$ cat config.mk
export PLATFORM = sky130hd
export DESIGN_NAME = msg_rom
export DESIGN_NICKNAME = d
export VERILOG_FILES = /design/src/rtl/msg_pkg.sv /design/src/rtl/msg_rom.sv
export SDC_FILE = /design/constraint.sdc
export NUM_CORES = 1
export LEC_CHECK = 0
export BUFFER_PORTS_ARGS = -buffer_cell sky130_fd_sc_hd__buf_2
export CAP_MARGIN = 15
export CORE_AREA = 2 2 39 41
export DETAILED_ROUTE_END_ITERATION = 8
export DIE_AREA = 0 0 41 43
export PLACE_DENSITY = 0.49
export SLEW_MARGIN = 20
export SYNTH_ARGS = -nofsm -noshare
export SYNTH_HDL_FRONTEND = slang
export SYNTH_SLANG_ARGS = --single-unit
$ cat constraint.sdc
create_clock -name vclk -period 1.3
set_clock_uncertainty 0.2 [all_clocks]
set_input_delay 0.195 -clock vclk [all_inputs]
set_output_delay 0.195 -clock vclk [all_outputs]
set_load 0.005 [all_outputs]
$ cat src/rtl/msg_pkg.sv
// rtl/msg_pkg.sv - shared constants and state type for the message checker
package msg_pkg;

   localparam int MSG_LEN_DEFAULT = 13;

   // "hello world!\n", index 0 is the first byte on the wire
   localparam logic [7:0] EXP_MSG [MSG_LEN_DEFAULT] = '{
      8'h68, 8'h65, 8'h6c, 8'h6c, 8'h6f, 8'h20, 8'h77,
      8'h6f, 8'h72, 8'h6c, 8'h64, 8'h21, 8'h0a
   };

   typedef enum logic [1:0] {
      HUNT,
      CHECK,
      SKIP
   } state_t;

endpackage

$ cat src/rtl/msg_rom.sv
// rtl/msg_rom.sv - combinational lookup of the expected byte at a message position
module msg_rom
   import msg_pkg::*;
(
   input  logic [3:0] pos,
   output logic [7:0] value
);

   always_comb begin
      value = 8'h00;
      if (int'(pos) < MSG_LEN_DEFAULT) value = EXP_MSG[pos];
   end

endmodule

Word level (Yosys, flattened, before mapping):

Memory sizes are Yosys's and may differ from the RTL's.
Cells that the tools add are included.
W data, S select, Z words.

* flip-flop bits (word level): 0
* ROM bits: 128
* output and inout port bits: 8
* logic and storage cells: 7
* memories kept: 1

Memories
* (name not given): depth 16, width 8, rd ports 1, clocked after memory_dff 0, write ports 0, line msg_rom.sv:11 `if (int'(pos) < MSG_LEN_DEFAULT) value = EXP_MSG[pos];`

* magnitude comparators: 2
* muxes and demuxes: 3
* bitwise gates (word level): 1

Operators with widths (number)
* $mux W8: 3
* $ge A5 B5 Y1 const B: 1
* $not A4 Y5: 1
* $lt A4 B4 Y1 const B: 1

Logic depth before layout (Yosys ltp):

* depth after elaboration: 5
* mapped depth: 4
* depth with buffers taken out: 4

Least setup slack after synthesis:

Ideal clock, no wire load.

* kind: input -> output
* start: input port pos[1]
* end: output port value[3]
* arrival: 1.000 ns
* data required time: 0.905 ns
* setup slack: -0.095 ns
* cell stages on the path: 4
* path buffers: 0
* cells stage by stage: inv_1 ha_1 inv_1 mux4_2

* longest elaborated chain between the ends: 5
* elaborated cells on any way between the ends: 6
* those cells by class: 1 x order compare; 3 x mux; 1 x bitwise; 1 x memory

RTL lines
* from (decl): line msg_rom.sv:5 `input logic [3:0] pos,`
* $not A4 Y5 (implied by the code): line msg_rom.sv:11
* $mem_v2 Z16 W8
* $mux W8 (implied by the code) (2 in series): line msg_rom.sv:11
* $mux W8 *: line msg_rom.sv:11
* to (decl): line msg_rom.sv:6 `output logic [7:0] value`

Mark *: on every way between the ends. The rest lies on a longest branch, timed or not. The select of a mux whose other input is x is not followed.

Worst setup path in the final report:

* start: input port pos[0]
* end: output port value[3]

Same word-level chain as after synthesis.

==> run summary <==
The top achievable clock speed is 0.6376 GHz. The checks that failed: negative setup slack. The half-perimeter wire length of the detailed placement result is 431 um. The maximum number of pins on one net before global-route repair is 8.

The post-synthesis instance area is 215.2 um2. The clock period minus worst slack is about 1.6 ns. The average via count per standard cell is 3.898. The placer's final routability congestion estimate came out at about 0.6. The wire length per cell after detailed routing is 8.220 um. The layout overhead on the synthesized area came out at 85.47%. The synthesized instance count is 27. By startpoint and endpoint, the worst setup path is classified as input port to output pin. The sum of buffers and inverters on the critical path is 4. Setup repair after global routing could not meet its margin everywhere. During I/O placement, the number of pins put on the boundary was 12. The total count of max-transition violations in the final report was 0. The count of buffers from port buffering came out at 11.

The final cell count without fillers came out at just under 60. The overall fraction of global-route tracks in use is 0.06200. Row generation in the floorplan step produced 14 rows.

The hold violation total from the final report came to 0. The die extent in x is approximately 41 um. Along the worst path, the maximum fanout reaches 4. The worst voltage drop across the vdd grid came out at 0.00005895 V.

The detailed-routing wirelength on met1 came out at approximately 180 um. The share of synthesized area in the top cell type comes to 0.3488. Measured on the finished design, the core utilization comes to 0.2884. The total DRC errors in the routed layout is 0. The final-layout fill cell count came out at about 170. The starting utilization of the core area came out at 0.1555. The final antenna-violating net count came out at 0. Summed over all cells, the static leakage comes to between 0.15 and 0.2 nW. The library cell with the largest summed area after synthesis is sky130_fd_sc_hd__ha_1. The total placed cells including tap cells is 59.

The proportion of layout cells with a drive suffix above 1 came out at 0.6047. The category of the worst setup path launch point is an input port. Dividing the final minimum period by the clock period gives 1.206. After synthesis, the mean cell area works out to between 7 and 8 um2. The final net count is 55. The design has 0 sequential cells.

The final wirelength came out at slightly below 500 um. The data arrival time of the critical path came out at around 1.2 ns. The power density of the placed cells is between 200 and 300 nW/um2. The detailed route wirelength on metal2 is approximately 270 um. sky130_fd_sc_hd__ha_1 is the most common cell in the netlist. The number of antenna repair diodes came out at 0.

The path class of the tightest hold or removal check is input port to output pin. The layout clock buffer count is 0. The area of all sequential standard cells is 0 um2.

In this design, the stage delay of the slowest critical-path cell is around 0.43 ns. STA classifies the critical path endpoint as an output pin. The number of vias in the routed layout came out at 230. The first global-routing pass estimated between 800 and 900 um of wire. The net count after synthesis is 37. For this run, the register share of the synthesized area comes to 0.

Ranked by total cell area, the synthesized netlist is headed by sky130_fd_sc_hd__ha_1, sky130_fd_sc_hd__mux4_2, sky130_fd_sc_hd__inv_1. The final global-route overflow total is 0. By count the netlist is led by sky130_fd_sc_hd__ha_1, sky130_fd_sc_hd__inv_1, sky130_fd_sc_hd__nand2_1. The critical path goes through buf_12 -> inv_12 -> ha_4 -> inv_2 -> mux4_2 -> buf_2.

The final hold slack came out at 0.5719 ns. The count of different cell masters after synthesis came out at 15. The length of the first detailed-routing pass in iterations is 4. The number of warning messages in the yosys log is 0. The flow ran to the end, but the final reports show violations. The highest metal layer with signal wires is met3. The final worst setup slack is -0.2684 ns. The cell family contributing the most delay on the critical path is multiplexers. The number of antenna violations at the first check in global routing is 0. The floorplan die height came out at roughly 43 um. The area of the die came out at between 1500 and 2000 um2. The max-capacitance violation count is 0. The total of endpoints with negative setup slack in the final report came out at 5.

The area of the core came out at ~1400 um2. The starting DRC count in detailed routing came out at 3. The required time of the critical path came out at roughly 0.90 ns. The number of global-route vias before repair came out at between 200 and 250. The length of routed met3 wiring came out at roughly 30 um. The cell area after layout is about 400 um2. The post-cts hold buffer count came out at 0. In this run the cell area measured after placement is 356.6 um2. The critical-path cell with the highest stage delay is sky130_fd_sc_hd__mux4_2.
per-layer routing:
metal,vias up,GRT usage
met4,0,0
met2,7,0.1125
met5,-,0
met1,104,0.07937
li1,119,-
met3,0,0.005236
through the flow:
stage / setup slack (ns) / total power [mW] / TNS, ns
after CTS: -0.2747 / 0.1162 / -1.113
after global placement: -0.3775 / 0.1029 / -1.666
after global routing: -0.3075 / 0.1294 / -1.083
final: -0.2684 / 0.1154 / -0.9012
after floorplan: -0.02421 / 0.05475 / -0.02421
after detailed placement: -0.3925 / 0.1034 / -1.666
timing repair:
| action | CTS | global route |
|---|---|---|
| pin swaps | 1 | 0 |
| resized for setup | 11 | 2 |
| setup buffers | 1 | 0 |
| setup endpoints to repair | 6 | 5 |
cell families after synthesis:
kind of cell / after synthesis / synth area share
AND/OR/NAND/NOR: 7 / 0.1861
adder cells (fa/ha/maj): 6 / 0.3488
buffers and inverters: 6 / 0.1570
AO/OA/AOI/OAI: 5 / 0.1395
multiplexers: 2 / 0.1512
other: 1 / 0.01743
report_power, final:
part	internal [mW]	switching [mW]	total [mW]
logic	0.0668	0.0487	0.115
clock network	0	0	0
registers	0	0	0
worst paths after layout:
| kind | from | endpoint | cells past startpoint |
|---|---|---|---|
| max | pos[0] | value[3] | 6 |
| min | pos[2] | value[5] | 4 |
cell type report:
| class | count | area [um2] | share of cell area |
|---|---|---|---|
| inverter | 4 | 35.03 | 0.08777 |
| multi-input combinational | 21 | 211.5 | 0.5298 |
| tap | 16 | 20.02 | 0.05016 |
| timing repair buffer | 18 | 132.6 | 0.3323 |
cells in the final DEF (no fill, tap or decap):
cell type / Yosys / final
sky130_fd_sc_hd__inv_12: 0 / 1
sky130_fd_sc_hd__inv_8: 0 / 1
sky130_fd_sc_hd__mux4_2: 1 / 1
sky130_fd_sc_hd__ha_1: 6 / 3
sky130_fd_sc_hd__buf_4: 1 / 7
sky130_fd_sc_hd__o21ai_1: 0 / 2
sky130_fd_sc_hd__o31ai_1: 1 / 1
sky130_fd_sc_hd__buf_8: 0 / 1
sky130_fd_sc_hd__inv_2: 0 / 1
sky130_fd_sc_hd__nand3b_1: 1 / 1
sky130_fd_sc_hd__inv_1: 4 / 1
sky130_fd_sc_hd__o21a_1: 1 / 1
sky130_fd_sc_hd__nand2_1: 3 / 3
sky130_fd_sc_hd__buf_2: 0 / 9
sky130_fd_sc_hd__ha_2: 0 / 1
sky130_fd_sc_hd__a21oi_1: 1 / 1
sky130_fd_sc_hd__buf_12: 0 / 1
sky130_fd_sc_hd__nor2b_1: 2 / 2
sky130_fd_sc_hd__conb_1: 1 / 1
sky130_fd_sc_hd__ha_4: 0 / 2
sky130_fd_sc_hd__mux2i_1: 1 / 1
sky130_fd_sc_hd__or3b_4: 0 / 1
Note: power is estimated with default switching activity, not from simulation.
